===== config.mk =====
export PLATFORM = sky130hd
export DESIGN_NAME = fetch_unit_flat
export DESIGN_NICKNAME = d
export VERILOG_FILES = /design/src/rtl/fetch_pkg.sv /design/src/rtl/fetch_unit_if.sv /design/src/rtl/program_counter.sv /design/src/rtl/fetch_unit.sv /design/src/flat_wrapper.sv
export SDC_FILE = /design/constraint.sdc
export NUM_CORES = 1
export LEC_CHECK = 0
export BUFFER_PORTS_ARGS = -buffer_cell sky130_fd_sc_hd__buf_2
export CORE_MARGIN = 2
export CORE_UTILIZATION = 51
export DETAILED_ROUTE_END_ITERATION = 8
export PLACE_DENSITY = 0.8
export SYNTH_ARGS = -nofsm -noshare
export SYNTH_HDL_FRONTEND = slang
export SYNTH_HIERARCHICAL = 1
export SYNTH_SLANG_ARGS = --single-unit

===== constraint.sdc =====
create_clock -name clk -period 2.8 [get_ports clk]
set_clock_uncertainty 0.05 [all_clocks]
set_input_delay 0.14 -clock clk [delete_from_list [all_inputs] [get_ports clk]]
set_output_delay 0.14 -clock clk [all_outputs]
set_load 0.005 [all_outputs]

===== src/rtl/fetch_pkg.sv =====
`default_nettype none
// +----------------------------------------------------------------------+
// | fetch_pkg : FSM state encoding and instruction width for fetch_unit  |
// | Rev 1.0                                                              |
// +----------------------------------------------------------------------+
package fetch_pkg;

  localparam int c_INSTR_W = 16;

  typedef enum logic [2:0] {
    ST_IDLE  = 3'd0,
    ST_FETCH = 3'd1,
    ST_WAIT  = 3'd2,
    ST_EXEC  = 3'd3,
    ST_HALT  = 3'd4
  } state_t;

endpackage
`default_nettype wire


===== src/rtl/fetch_unit_if.sv =====
`default_nettype none
// +----------------------------------------------------------------------+
// | fetch_unit_if : control, memory and core handshake bundle            |
// | Rev 1.0                                                              |
// +----------------------------------------------------------------------+
interface fetch_unit_if
  import fetch_pkg::*;
#(
  parameter int ADDR_W = 8
) ();

  logic                 start;
  logic [ADDR_W-1:0]    start_addr;
  logic [ADDR_W-1:0]    end_addr;
  logic                 mem_req;
  logic [ADDR_W-1:0]    mem_addr;
  logic [c_INSTR_W-1:0] mem_rdata;
  logic                 mem_rvalid;
  logic [c_INSTR_W-1:0] instruction;
  logic                 run;
  logic                 done;
  logic [ADDR_W-1:0]    pc;
  logic                 busy;
  logic                 halted;
  logic                 mem_err;

  modport master (
    input  start, start_addr, end_addr, mem_rdata, mem_rvalid, done,
    output mem_req, mem_addr, instruction, run, pc, busy, halted, mem_err
  );

  modport slave (
    output start, start_addr, end_addr, mem_rdata, mem_rvalid, done,
    input  mem_req, mem_addr, instruction, run, pc, busy, halted, mem_err
  );

endinterface
`default_nettype wire


===== src/rtl/program_counter.sv =====
`default_nettype none
// +----------------------------------------------------------------------+
// | program_counter : loadable address counter, wraps at 2^ADDR_W        |
// | Rev 1.0                                                              |
// +----------------------------------------------------------------------+
module program_counter #(
  parameter int ADDR_W = 8
) (
  input  logic              clk,
  input  logic              reset,
  input  logic              i_load,
  input  logic [ADDR_W-1:0] i_load_addr,
  input  logic              i_inc,
  output logic [ADDR_W-1:0] o_pc
);

  logic [ADDR_W-1:0] r_pc;

  always_ff @(posedge clk or negedge reset) begin
    if (!reset) begin
      r_pc <= '0;
    end else if (i_load) begin
      r_pc <= i_load_addr;
    end else if (i_inc) begin
      r_pc <= r_pc + ADDR_W'(1);
    end
  end

  assign o_pc = r_pc;

endmodule
`default_nettype wire


===== src/rtl/fetch_unit.sv =====
`default_nettype none
// +----------------------------------------------------------------------+
// | fetch_unit : fetches instructions start..end and hands each to core  |
// | Rev 1.0                                                              |
// +----------------------------------------------------------------------+
module fetch_unit
  import fetch_pkg::*;
#(
  parameter int ADDR_W      = 8,
  parameter int MEM_TIMEOUT = 15
) (
  input  logic         clk,
  input  logic         reset,
  fetch_unit_if.master bus
);

  // WAIT edges are counted from 0, so the last permitted edge sees MEM_TIMEOUT-1.
  localparam logic [7:0] c_TMO_LAST = 8'(MEM_TIMEOUT - 1);

  state_t               r_state;
  state_t               w_next_state;
  logic [7:0]           r_tmo_cnt;
  logic [7:0]           w_tmo_cnt_next;
  logic                 w_load;
  logic                 w_inc;
  logic                 w_capture;
  logic                 w_set_err;
  logic                 w_clr_err;
  logic [ADDR_W-1:0]    w_pc;
  logic [ADDR_W-1:0]    r_end_addr;
  logic [c_INSTR_W-1:0] r_instr;
  logic                 r_mem_req;
  logic                 r_run;
  logic                 r_busy;
  logic                 r_halted;
  logic                 r_mem_err;

  program_counter #(
    .ADDR_W (ADDR_W)
  ) u_pc (
    .clk         (clk),
    .reset       (reset),
    .i_load      (w_load),
    .i_load_addr (bus.start_addr),
    .i_inc       (w_inc),
    .o_pc        (w_pc)
  );

  always_ff @(posedge clk or negedge reset) begin
    if (!reset) begin
      r_state   <= ST_IDLE;
      r_tmo_cnt <= '0;
    end else begin
      r_state   <= w_next_state;
      r_tmo_cnt <= w_tmo_cnt_next;
    end
  end

  always_comb begin
    w_next_state   = r_state;
    w_tmo_cnt_next = r_tmo_cnt;
    w_load         = 1'b0;
    w_inc          = 1'b0;
    w_capture      = 1'b0;
    w_set_err      = 1'b0;
    w_clr_err      = 1'b0;
    case (r_state)
      ST_IDLE, ST_HALT: begin
        if (bus.start) begin
          w_load       = 1'b1;
          w_clr_err    = 1'b1;
          w_next_state = ST_FETCH;
        end
      end
      ST_FETCH: begin
        w_tmo_cnt_next = '0;
        w_next_state   = ST_WAIT;
      end
      ST_WAIT: begin
        if (bus.mem_rvalid) begin
          w_capture    = 1'b1;
          w_next_state = ST_EXEC;
        end else if (r_tmo_cnt == c_TMO_LAST) begin
          w_set_err    = 1'b1;
          w_next_state = ST_HALT;
        end else begin
          w_tmo_cnt_next = r_tmo_cnt + 8'd1;
        end
      end
      ST_EXEC: begin
        if (bus.done) begin
          if (w_pc == r_end_addr) begin
            w_next_state = ST_HALT;
          end else begin
            w_inc        = 1'b1;
            w_next_state = ST_FETCH;
          end
        end
      end
      default: w_next_state = ST_IDLE;
    endcase
  end

  // Outputs are decoded from the next state so they line up with r_state.
  always_ff @(posedge clk or negedge reset) begin
    if (!reset) begin
      r_end_addr <= '0;
      r_instr    <= '0;
      r_mem_req  <= 1'b0;
      r_run      <= 1'b0;
      r_busy     <= 1'b0;
      r_halted   <= 1'b0;
      r_mem_err  <= 1'b0;
    end else begin
      if (w_load) begin
        r_end_addr <= bus.end_addr;
      end
      if (w_capture) begin
        r_instr <= bus.mem_rdata;
      end
      if (w_set_err) begin
        r_mem_err <= 1'b1;
      end else if (w_clr_err) begin
        r_mem_err <= 1'b0;
      end
      r_mem_req <= (w_next_state == ST_FETCH);
      r_run     <= (w_next_state == ST_EXEC);
      r_busy    <= (w_next_state == ST_FETCH) || (w_next_state == ST_WAIT) ||
                   (w_next_state == ST_EXEC);
      r_halted  <= (w_next_state == ST_HALT);
    end
  end

  assign bus.mem_req     = r_mem_req;
  assign bus.mem_addr    = w_pc;
  assign bus.pc          = w_pc;
  assign bus.instruction = r_instr;
  assign bus.run         = r_run;
  assign bus.busy        = r_busy;
  assign bus.halted      = r_halted;
  assign bus.mem_err     = r_mem_err;

endmodule
`default_nettype wire

===== src/flat_wrapper.sv =====
// flat-port wrapper written by rule: the top's interface ports become plain ports
module fetch_unit_flat import fetch_pkg::*;
#(
  parameter int ADDR_W      = 8,
  parameter int MEM_TIMEOUT = 15
)
  (clk, reset, bus_start, bus_start_addr, bus_end_addr, bus_mem_rdata, bus_mem_rvalid, bus_done, bus_mem_req, bus_mem_addr, bus_instruction, bus_run, bus_pc, bus_busy, bus_halted, bus_mem_err);
  fetch_unit_if #(.ADDR_W(ADDR_W)) bus_i ();
  input  logic clk;
  input  logic reset;
  input wire logic [$bits(bus_i.start)-1:0] bus_start;
  input wire logic [$bits(bus_i.start_addr)-1:0] bus_start_addr;
  input wire logic [$bits(bus_i.end_addr)-1:0] bus_end_addr;
  input wire logic [$bits(bus_i.mem_rdata)-1:0] bus_mem_rdata;
  input wire logic [$bits(bus_i.mem_rvalid)-1:0] bus_mem_rvalid;
  input wire logic [$bits(bus_i.done)-1:0] bus_done;
  output wire logic [$bits(bus_i.mem_req)-1:0] bus_mem_req;
  output wire logic [$bits(bus_i.mem_addr)-1:0] bus_mem_addr;
  output wire logic [$bits(bus_i.instruction)-1:0] bus_instruction;
  output wire logic [$bits(bus_i.run)-1:0] bus_run;
  output wire logic [$bits(bus_i.pc)-1:0] bus_pc;
  output wire logic [$bits(bus_i.busy)-1:0] bus_busy;
  output wire logic [$bits(bus_i.halted)-1:0] bus_halted;
  output wire logic [$bits(bus_i.mem_err)-1:0] bus_mem_err;
  assign bus_i.start = bus_start;
  assign bus_i.start_addr = bus_start_addr;
  assign bus_i.end_addr = bus_end_addr;
  assign bus_i.mem_rdata = bus_mem_rdata;
  assign bus_i.mem_rvalid = bus_mem_rvalid;
  assign bus_i.done = bus_done;
  assign bus_mem_req = bus_i.mem_req;
  assign bus_mem_addr = bus_i.mem_addr;
  assign bus_instruction = bus_i.instruction;
  assign bus_run = bus_i.run;
  assign bus_pc = bus_i.pc;
  assign bus_busy = bus_i.busy;
  assign bus_halted = bus_i.halted;
  assign bus_mem_err = bus_i.mem_err;
  fetch_unit #(.ADDR_W(ADDR_W), .MEM_TIMEOUT(MEM_TIMEOUT)) u_core (.clk(clk), .reset(reset), .bus(bus_i));
endmodule

---- Word level (Yosys, flattened, before mapping) ----
Cells that the tools add are included.
word-level totals
  bits in registers ....................... 48
  output and inout port bits .............. 37
  input bits .............................. 37
operators by class
  multiplexer cells ....................... 23
  reduce and logical (&&, ||, !) cells .... 8
  equality and inequality tests ........... 12
  add/subtract/negate cells ............... 2
operators with widths
  cell                                                  number
  two-way mux 8 bit                                     4
  adder 8 x 1 -> 8 bit (second input constant)          2
  one-hot mux 8 bit (2 select lines)                    1
  two-way mux 3 bit                                     5
  equality test 3 x 2 -> 1 bit (second input constant)  4
  two-way mux 1 bit                                     12
  one-hot mux 3 bit (4 select lines)                    1
  equality test 8 x 4 -> 1 bit (second input constant)  1
  equality test 8 bit                                   1
  equality test 3 x 1 -> 1 bit (second input constant)  2
  equality test 3 bit (second input constant)           2
  nonzero test 2 bit                                    3
  inequality test 2 bit (second input constant)         2
  zero test 3 bit                                       1
  AND reduction 3 bit                                   1
  logical OR 1 bit                                      2
  OR reduction 2 bit                                    1

---- Depth between registers and ports, before layout ----
  word-level depth ........................ 7
  gate-level depth with buffers ........... 8
  gate-level depth less buffers ........... 7

---- Modules after synthesis ----
The synthesis kept the hierarchy.
by module, submodules not included
  module           seq. area each (um2)  instances  area an instance (um2)  cells an instance
  fetch_unit       1001.0                1          1896.8                  159
  program_counter  200.2                 1          450.4                   49

---- Worst setup path after synthesis ----
Ideal clock, no wire load.
  kind .................................... register to register
  start ................................... register u_core.r_state[0]
  end ..................................... register u_core.u_pc.r_pc[3] (netlist: u_core/u_pc/o_pc[3])
  data arrival time ....................... 1885 ps
  path slack .............................. 733 ps
  path buffers ............................ 4
  stages on the path, launching flop included .. 7
  cell sequence ........................... dfrtp_1 > buf_4 > nor3b_1 > buf_2 > clkbuf_1 > clkbuf_1 > o21ai_1
between the ends
  cells in the longest elaborated chain, start to end .. 4
ends and longest elaborated chain
  element                                                  RTL line               RTL
  start: declaration                                       fetch_unit.sv:20       state_t r_state;
  start signal: assignment                                 fetch_unit.sv:54       r_state <= w_next_state;
  equality test 3 bit or zero test 3 bit (tied branches)   -
  OR reduction 2 bit *                                     -
  two-way mux 1 bit *                                      -
  net u_core.w_clr_err                                     fetch_unit.sv:28       logic w_clr_err;
  two-way mux 8 bit or nonzero test 2 bit (tied branches)  -
  end signal: assignment                                   program_counter.sv:23  r_pc <= i_load_addr;
  end signal: assignment                                   program_counter.sv:25  r_pc <= r_pc + ADDR_W'(1);
  end: declaration                                         program_counter.sv:17  logic [ADDR_W-1:0] r_pc;
Mark *: on every way through the listed nets, which the timed path passes. The rest lies on a longest branch.
A chain may end at the register's enable or synchronous reset.

---- Worst setup path in the final report ----
  start ................................... register u_core.r_state[0]
  end ..................................... register u_core.r_instr[8] (netlist: u_core/bus.instruction[8])
between the ends
  cells in the longest elaborated chain, start to end .. 2
ends and longest elaborated chain
  element                       RTL line           RTL
  equality test 3 x 2 -> 1 bit  fetch_unit.sv:67   case (r_state)
  two-way mux 1 bit             fetch_unit.sv:67
  end signal: assignment        fetch_unit.sv:119  r_instr <= bus.mem_rdata;
  end: declaration              fetch_unit.sv:31   logic [c_INSTR_W-1:0] r_instr;
Every way passes these cells.

==> summary.md <==
| Metric | Value |
|---|---|
| Status | completed |
| Root buf cell | clkbuf_8 |
| Logic pwr share | 41.4% |
| Synthesized flop and latch total | 48 |
| Least-Margin Pin Slew | just over 1 ns |
| DR vias/cell | 5.26 |
| Gr usage total | 19.1% |
| First-pass detailed-route iteration total | 4 |
| Max Clock Freq | about 0.46 GHz |
| Setup TNS | 0 ns |
| Core footprint | roughly 0.0044 mm² |
| Finished layout cell area | 0.00284 mm² |
| Die X-Extent | 71.8 µm |
| Synthesized cell area | between 0.002 and 0.0025 mm² |
| Vias in the first global route | ~1700 |
| Critical path fanouts, max | 16 |
| Post-synth ARST share | 100% |
| Largest family of logic cells by synthesized area | simple AND/OR/NAND/NOR gates |
| Final Cycle Share | approximately three quarters |
| Final setup vio count | 0 |
| Post-CTS Setup Bufs | 0 |
| Area fraction in compound gates after synthesis | 6.98% |
| Die area | 0.00516 mm² |
| Average size of a mapped cell | 11.3 µm² |
| Top post-synthesis cells by area | dfrtp_1 (51%), mux2_2 (12%), buf_4 (3.5%) |
| MaxCap Viol Count | 0 |
| Fin Hold WS | between 0.015 and 0.02 ns |
| Die height | 71.8 µm |
| Top cells by count, synth | dfrtp_1 (48), mux2_2 (24), nand2_1 (19) |
| First-pass GRT wire length | 7.76 mm |
| Pint | 1.77 mW |
| Input/output buffers | 73 |
| Clock buffer count from CTS | 5 |
| Crit. End Element | flop |
| Critical path required time | 2.93 ns |
| Hold WC Path Type | input port to flop |
| Pin count of the biggest net entering global routing | 49 |
| CTS sink count | 48 |
| Mapped Nets | 248 |
| Final Hold Viols | 0 |
| RSZ-0062 raised after global routing | false |
| GP Congestion | roughly 0.81 |
| GR Layer Usage met2 | 29.7% |
| WL final | 4.53 mm |
| Simple-gate portion of the synthesized area | 16.8% |
| Clock transition at path regs | 0.09 ns |
| Post-synth EDFFs | 0 |
| Share of the synthesized area in the top cell type | approximately half |
| Avg WL per Cell | 13.6 µm |
| DR vias | between 1500 and 2000 |
| FP Rows | 24 |
| Total Power | 2.79 mW |
| VDD IR-drop max | between 0.5 and 0.6 mV |
| Leakage | between 1 and 1.5 nW |
| Pwr Density | 983 mW/mm² |
| Number of diodes | 0 |
| Syn Inst Count | roughly 210 |
| DRC | 0 |
| Synth Area in XOR/XNOR | 4.48% |
| TritonCTS clock tree | yes |
| Global route total overflow | 0 |
| Max clock buf depth | 2 |
| Sw frac | 36.5% |
| Synth unique cells | 36 |
| Share of layout cells above drive strength 1 | roughly two fifths |
| Worst setup path class | flop to flop |
| Final ANT Viol Nets | 0 |
| Tmin final | between 2 and 2.5 ns |
| Clock latency at the later pin of the worst-skew pair | 0.30 ns |
| Final Slew Violations | 0 |
| Total Nets Final | 320 |
| Mux cell area share after synthesis | between 10% and 20% |
| Slew headroom | 31.8% |
| Sw power | around 1.0 mW |
| Most numerous cell in the Yosys netlist | dfrtp_1 |
| Antenna violations before repair | 0 |
| Met1 usage | 25.6% |
| Grt peak-use layer | met2 |
| Cell accounting for the most synthesized area | dfrtp_1 |
| CP Launch Type | flop |
| Post-DP HPWL | approximately 3.4 mm |
| Worst EP arrival | 2.29 ns |
| Post-synthesis adder-cell area fraction | 1.60% |
| H-tree depth | 2 |
| Fillcell total | 340 |
| Synth Warn # | 6 |
| Num ports | 74 |
| Area Overhead vs Synth | 21.1% |
| Sequential share of power | roughly 44% |
| Initial core utilization | between 50% and 60% |
| Seq/Total Area, Yosys | between 50% and 60% |
| GR Util met3 | 5.49% |
| Clk network pwr share | 14.5% |
| Area after DPL | 0.00270 mm² |
| Reg2Reg Setup Slack | roughly 0.65 ns |
| DR iter-0 viols | 97 |
| Synth Flop Type | dfrtp_1 |
cell type report:
cell class / instances / area [µm²] / area share, %
clock buffers: 5 / 68.8 / 2.42
clock inverters: 3 / 23.8 / 0.836
inverters: 5 / 18.8 / 0.660
multi-input cells: 139 / 1030 / 36.1
flip-flops and latches: 48 / 1200 / 42.3
well taps: 52 / 65.1 / 2.29
repair buffers: 81 / 438 / 15.4
timing repair:
action,4_1_cts,5_1_grt
endpoints found under the hold margin,30,0
hold buffers,5,0
resized for setup,0,0
registers in the layout (all words and copies together) (netlist names):
name / flops
u_core/bus.instruction: 16
u_core/r_end_addr: 8
u_core/r_tmo_cnt: 8
u_core/u_pc/o_pc: 8
u_core/r_state: 3
u_core/bus.busy: 1
u_core/bus.halted: 1
u_core/bus.mem_err: 1
u_core/bus.mem_req: 1
u_core/bus.run: 1
metal layers:
layer / wire [µm] / up-vias
met4: 97 / 0
met1: 2060 / 822
met5: 0 / -
met2: 2070 / 61
li1: - / 857
met3: 309 / 11
final timing paths:
| path | startpoint | endpoint | cells past startpoint |
|---|---|---|---|
| max | u_core/r_state[0] | u_core/bus.instruction[8] | 3 |
| min | bus_end_addr[5] | u_core/r_end_addr[5] | 2 |
| max reg2reg | u_core/r_state[0] | u_core/bus.instruction[8] | 3 |
| min reg2reg | u_core/bus.instruction[9] | u_core/bus.instruction[9] | 1 |
| max in group asynchronous | reset | u_core/r_tmo_cnt[3] | 2 |
| min in group asynchronous | reset | u_core/u_pc/o_pc[7] | 2 |
cells by family (layout without fill, tap and decap cells):
logic type / count (synthesis) / in the layout
compound gates: 23 / 23
xor+xnor: 12 / 12
fa+ha+maj: 3 / 3
buf+inv: 21 / 94
flops: 48 / 48
mux: 29 / 29
simple gates: 72 / 72
metrics by stage:
stage,setup slack [ns],instances,utilization [%]
3_3_place_gp,0.766,320,61.6
5_1_grt,0.486,333,64.8
6_report,0.645,333,64.8
2_1_floorplan,0.733,208,-
4_1_cts,0.661,333,64.8
3_5_place_dp,0.704,320,61.6
cells in the final DEF, fill, tap and decap left out, types with 5 or more instances in the layout:
| master | instances |
|---|---|
| dlygate4sd3_1 | 5 |
| nand2b_1 | 7 |
| inv_1 | 5 |
| clkbuf_8 | 5 |
| nand4_1 | 6 |
| nand2_1 | 19 |
| nand3_1 | 12 |
| mux2_2 | 24 |
| buf_2 | 73 |
| dfrtp_1 | 48 |
| xnor2_1 | 9 |
| o21ai_0 | 8 |
| nor2_1 | 9 |
power by group through the flow:
stage	logic [mW]	clock network (mW)	registers, mW
global placement	1.12	0	1.24
global route	1.29	0.451	1.28
finish	1.16	0.406	1.23
detailed placement	1.15	0	1.25
CTS	1.16	0.424	1.24
floorplan	0.830	0	1.21
critical path, cell delays in order, from the launching register on:
cell,delay (ns)
dfrtp_1,0.48
nor3b_1,0.42
and2_1,0.68
mux2_2,0.41
Note: power is estimated with default switching activity, not from simulation.
